**src/rtl/wb_stage.sv**
```systemverilog
// MEM/WB pipeline latch and writeback unit.
//
// Captures the retiring instruction from the memory stage and selects its result
// (ALU result, extended load data or link address). It drives the register file
// write port and an identical forwarding bus back to execute. It also keeps a
// sticky halt flag and counts retired instructions.
//
// Ports:
//   clk, n_rst          clock, asynchronous active-low reset
//   stall, flush        hold the latch / squash the incoming entry (flush wins)
//   mem_*               instruction fields presented by the memory stage
//   rf_wen/wsel/wdat    register file write port
//   fwd_valid/sel/dat   forwarding bus, identical to the write port
//   halt                sticky halt, set after a halt instruction retires
//   retired             retired-instruction counter (wraps)
module wb_stage #(
   parameter int unsigned CNT_W = 32
) (
   input  logic             clk,
   input  logic             n_rst,
   input  logic             stall,
   input  logic             flush,
   input  logic             mem_valid,
   input  logic             mem_regwen,
   input  logic [4:0]       mem_wsel,
   input  logic [31:0]      mem_alu,
   input  logic [31:0]      mem_dload,
   input  logic             mem_memtoreg,
   input  logic [2:0]       mem_ldtype,
   input  logic [1:0]       mem_boff,
   input  logic             mem_jal,
   input  logic [31:0]      mem_npc,
   input  logic             mem_halt,
   output logic             rf_wen,
   output logic [4:0]       rf_wsel,
   output logic [31:0]      rf_wdat,
   output logic             fwd_valid,
   output logic [4:0]       fwd_sel,
   output logic [31:0]      fwd_dat,
   output logic             halt,
   output logic [CNT_W-1:0] retired
);

   localparam logic [2:0] LdLw  = 3'd0;
   localparam logic [2:0] LdLb  = 3'd1;
   localparam logic [2:0] LdLbu = 3'd2;
   localparam logic [2:0] LdLh  = 3'd3;
   localparam logic [2:0] LdLhu = 3'd4;

   // MEM/WB latch
   logic        valid_q;
   logic        regwen_q;
   logic [4:0]  wsel_q;
   logic [31:0] alu_q;
   logic [31:0] dload_q;
   logic        memtoreg_q;
   logic [2:0]  ldtype_q;
   logic [1:0]  boff_q;
   logic        jal_q;
   logic [31:0] npc_q;
   logic        ihalt_q;

   // Bookkeeping state
   logic             done_q, done_d;
   logic             halt_q, halt_d;
   logic [CNT_W-1:0] retired_q, retired_d;

   logic        retire;
   logic [31:0] byte_word;
   logic [7:0]  ld_byte;
   logic [15:0] ld_half;
   logic [31:0] ld_ext;

   // An entry retires (and may write) only in the first cycle it is visible;
   // done_q masks it for the remainder of a stall.
   assign retire = valid_q & ~done_q & ~halt_q;

   always_comb begin
      done_d    = 1'b0;
      halt_d    = halt_q | (retire & ihalt_q);
      retired_d = retired_q;
      if (retire) begin
         retired_d = retired_q + CNT_W'(1);
      end
      if (flush) begin
         done_d = 1'b0;
      end else if (stall) begin
         done_d = done_q | valid_q;
      end
   end

   always_ff @(posedge clk or negedge n_rst) begin
      if (!n_rst) begin
         valid_q    <= 1'b0;
         regwen_q   <= 1'b0;
         wsel_q     <= '0;
         alu_q      <= '0;
         dload_q    <= '0;
         memtoreg_q <= 1'b0;
         ldtype_q   <= '0;
         boff_q     <= '0;
         jal_q      <= 1'b0;
         npc_q      <= '0;
         ihalt_q    <= 1'b0;
         done_q     <= 1'b0;
         halt_q     <= 1'b0;
         retired_q  <= '0;
      end else begin
         if (flush) begin
            valid_q <= 1'b0;
         end else if (!stall) begin
            valid_q    <= mem_valid;
            regwen_q   <= mem_regwen;
            wsel_q     <= mem_wsel;
            alu_q      <= mem_alu;
            dload_q    <= mem_dload;
            memtoreg_q <= mem_memtoreg;
            ldtype_q   <= mem_ldtype;
            boff_q     <= mem_boff;
            jal_q      <= mem_jal;
            npc_q      <= mem_npc;
            ihalt_q    <= mem_halt;
         end
         done_q    <= done_d;
         halt_q    <= halt_d;
         retired_q <= retired_d;
      end
   end

   // Load extension; halfwords use only boff[1], so misaligned halves fold down.
   always_comb begin
      byte_word = dload_q >> {boff_q, 3'b000};
      ld_byte   = byte_word[7:0];
      ld_half   = boff_q[1] ? dload_q[31:16] : dload_q[15:0];
      case (ldtype_q)
         LdLb:    ld_ext = {{24{ld_byte[7]}}, ld_byte};
         LdLbu:   ld_ext = {24'h0, ld_byte};
         LdLh:    ld_ext = {{16{ld_half[15]}}, ld_half};
         LdLhu:   ld_ext = {16'h0, ld_half};
         LdLw:    ld_ext = dload_q;
         default: ld_ext = dload_q;
      endcase
   end

   always_comb begin
      rf_wsel = jal_q ? 5'd31 : wsel_q;
      if (jal_q) begin
         rf_wdat = npc_q;
      end else if (memtoreg_q) begin
         rf_wdat = ld_ext;
      end else begin
         rf_wdat = alu_q;
      end
      // The halt instruction itself never writes.
      rf_wen = retire & regwen_q & ~ihalt_q & (rf_wsel != 5'd0);
   end

   assign fwd_valid = rf_wen;
   assign fwd_sel   = rf_wsel;
   assign fwd_dat   = rf_wdat;
   assign halt      = halt_q;
   assign retired   = retired_q;

endmodule

```
**config.mk**
```make
export PLATFORM = sky130hd
export DESIGN_NAME = wb_stage
export DESIGN_NICKNAME = d
export VERILOG_FILES = /design/src/rtl/wb_stage.sv
export SDC_FILE = /design/constraint.sdc
export NUM_CORES = 1
export LEC_CHECK = 0
export ABC_AREA = 0
export BUFFER_PORTS_ARGS = -buffer_cell sky130_fd_sc_hd__buf_2
export CAP_MARGIN = 20
export CELL_PAD_IN_SITES_DETAIL_PLACEMENT = 0
export CELL_PAD_IN_SITES_GLOBAL_PLACEMENT = 1
export CORE_ASPECT_RATIO = 0.7
export CORE_MARGIN = 5
export CORE_UTILIZATION = 43
export DETAILED_ROUTE_END_ITERATION = 12
export GPL_TIMING_DRIVEN = 1
export PLACE_DENSITY = 0.86
export SKIP_CTS_REPAIR_TIMING = 1
export SYNTH_ARGS = -nofsm -noshare
export SYNTH_HDL_FRONTEND = slang
export SYNTH_SLANG_ARGS = --single-unit
export TNS_END_PERCENT = 50
```
**constraint.sdc**
```tcl
create_clock -name clk -period 3.93 [get_ports clk]
set_input_delay 0.9825 -clock clk [delete_from_list [all_inputs] [get_ports clk]]
set_output_delay 0.9825 -clock clk [all_outputs]
set_load 0.02 [all_outputs]
```
==> impl_metrics.yaml <==
clocking:
  numCtsBuffers: 17
  cts-root-buf: "clkbuf_16"
  clk_pin_slew_ns: 0.06
  cts_max_path_buffers: 2
  cts_tree: "done"
  clock_latency_ns: 0.42
  htree_levels: 4
  clkSinkCount: 145
cells_and_area:
  drive_gt1_frac: 0.480
  stdcell_area_um2: 8890
  syn_to_final_growth_pct: 24.0
  n_antenna_cell: 0
  final_core_util: 0.544
  final_net_count: 922
synth:
  async_flop_share: 1.00
  ys_top_cells_by_count: "145 x dfrtp_1, 104 x mux2_2, 55 x nand2_1, 38 x buf_4, 31 x o22ai_1"
  yosys-top-cells-area: "dfrtp_1 51%, mux2_2 16%, buf_4 4.0%, xnor2_1 3.3%, nand2_1 2.9%"
  synth_area_um2: 7170
  synth_seq_cells: 145
  synth-seq-area-share: 0.506
  yosysMostFrequentCell: "dfrtp_1"
  syn_nets: 741
  synthFlopType: "dfrtp_1"
  synth_top_area_share: 0.506
  syn_inst: 625
  syn_avg_cell_area_um2: 11.5
  synth.distinct_cells: 52
  synth_edf_count: 0
  synth_top_area_cell: "dfrtp_1"
  yosysWarnings: 0
global_route:
  overflow: 0
  grt_pass1_wl_um: 30900
  grt_util_met2: 0.295
  use_met1: 0.294
  grt_antenna_before_repair: 4
  grt_max_degree: 121
  grt-busiest-layer: "met2"
  grt_usage: 0.203
  grt_pass1_vias: 5653
  grtUsageMet3: 0.0592
timing:
  timing_hold_violations_final: 0
  fmax_mhz: 269
  finClkSkew_ns: 0.00958
  final_max_slew_viol_count: 0
  max-slew-margin-rel: 0.453
  fin_crit_ns: 3.71
  rsz0062_at_grt: "no"
  postLayoutSetupSlackWorst_ns: 0.216
  fin_crit_sh: 0.945
  setup_viol: 0
  tightest_slew_ns: 0.820
  fin_setup_tns_ns: 0
route:
  drc: 0
  drt-initial-drc-count: 340
  ant_nets: 0
  first_pass_iters: 4
  wl_per_cell_um: 18.8
  vias: 5552
  vias_per_cell: 5.32
  drt-total-wl_um: 19700
critical_path:
  crit_fanout: 24
  worstSetupEndpointType: "output pin"
  timing.rr.start: "retired[0]"
  start_kind: "flop"
  critPathLaunch: "ldtype_q[2]"
  setup.worst_path.class: "flop to output pin"
  arrival_ns: 2.73
  endpoint: "fwd_dat[7]"
  reg2reg_slack_ns: 1.58
  r2r_end: "retired[22]"
  rr_worst_depth: 6
  crit_required_ns: 2.95
min_path:
  min-delay-start: "retired[31]"
  hold_path_class: "flop to flop"
flow_run:
  maxCapViolCount: 0
placement:
  gp_congestion: 0.827
  port_buffers: 223
  place_ws_ns: 0.738
  placed_cell_area_um2: 8280
  dp_hpwl_um: 14300
power:
  power_density_nw_per_um2: 552
  ir_worst_vdd_uv: 268
  leakagePower_nw: 4.11
floorplanning:
  core_area_um2: 16300
  io_pins: 224
  die_w_um: 164
  rows: 39
  fp.dieArea_um2: 19400
  die_h_um: 118
  initial_core_util: 0.439
outcome:
  status: "complete, no violations"
==> cell usage in the layout (no fill, tap or decap), types with 4 or more instances in the layout <==
| master | netlist | routed |
|---|---|---|
| a211oi_1 | 6 | 6 |
| a21oi_1 | 19 | 19 |
| a221oi_1 | 7 | 7 |
| a32oi_1 | 6 | 6 |
| buf_2 | 2 | 222 |
| buf_4 | 38 | 10 |
| clkbuf_16 | 0 | 17 |
| clkinv_4 | 0 | 4 |
| dfrtp_1 | 145 | 145 |
| inv_1 | 12 | 12 |
| mux2_2 | 104 | 104 |
| mux2i_1 | 9 | 9 |
| nand2_1 | 55 | 55 |
| nand3_1 | 13 | 13 |
| nand4_1 | 6 | 6 |
| nor2_1 | 21 | 20 |
| nor2b_1 | 6 | 6 |
| o21ai_0 | 22 | 22 |
| o221a_2 | 6 | 6 |
| o22ai_1 | 31 | 31 |
| or2_2 | 7 | 7 |
| xnor2_1 | 27 | 27 |
| xor2_1 | 7 | 6 |
==> layout make-up <==
type                       count  area, um^2
clock buffer                  18         429
clock inverter                14         181
fill                        1428        7460
inverter                      12        45.0
multi-input combinational    395        3080
sequential                   145        3630
tap                          225         282
timing repair buffer         235        1240
==> metal layers <==
| layer | wire length (um) | part of all wire |
|---|---|---|
| met1 | 9300 | 0.47 |
| met2 | 8510 | 0.43 |
| met3 | 1540 | 0.078 |
| met4 | 282 | 0.014 |
| met5 | 40 | 0.0020 |
==> flip-flops by register name, summed over array words and instances (netlist names) <==
name,count
memtoreg_q,1
jal_q,1
ldtype_q,3
halt,1
wsel_q,5
valid_q,1
regwen_q,1
ihalt_q,1
done_q,1
boff_q,2
npc_q,32
alu_q,32
retired,32
dload_q,32
==> kinds of logic after synthesis <==
group,count (synthesis),share of synthesized area
flip-flops,145,0.506
AND/OR/NAND/NOR,133,0.0998
multiplexers,114,0.179
AO/OA/AOI/OAI,112,0.105
buffers and inverters,85,0.0658
XOR/XNOR,34,0.0415
adder cells (fa/ha/maj),2,0.00314
==> worst max-delay path, cell delays in order (launching register included) <==
cell and delay [ns]:
dfrtp_1 0.88, nor2b_1 0.14, a22oi_1 0.33, o221ai_1 0.18
a221oi_1 0.40, o22a_1 0.21, buf_2 0.17
==> where the power goes <==
part	total [W]	leakage [nW]	internal [W]	switching (W)
clock	0.00167	0.289	0.00101	0.000662
combinational	0.00137	2.05	0.000545	0.000827
sequential	0.00186	1.78	0.00168	0.000178
==> worst min path at each step <==
stage | cells after the start | endpoint | slack (ns)
6_report | 1 | retired[31] | 0.48
3_3_place_gp | 1 | retired[31] | 0.46
2_1_floorplan | 1 | halt | 0.47
3_5_place_dp | 1 | retired[31] | 0.47
4_1_cts | 1 | retired[31] | 0.48
5_1_grt | 1 | retired[31] | 0.49
==> per-stage QoR <==
stage	power, W	cells	hold WS (ns)
finish	0.00490	1044	0.477
global route	0.00516	1044	0.489
CTS	0.00495	1044	0.480
detailed placement	0.00327	1012	0.471
global placement	0.00325	1012	0.461
floorplan	0.00287	625	0.469
(Power assumes the default switching activity.)
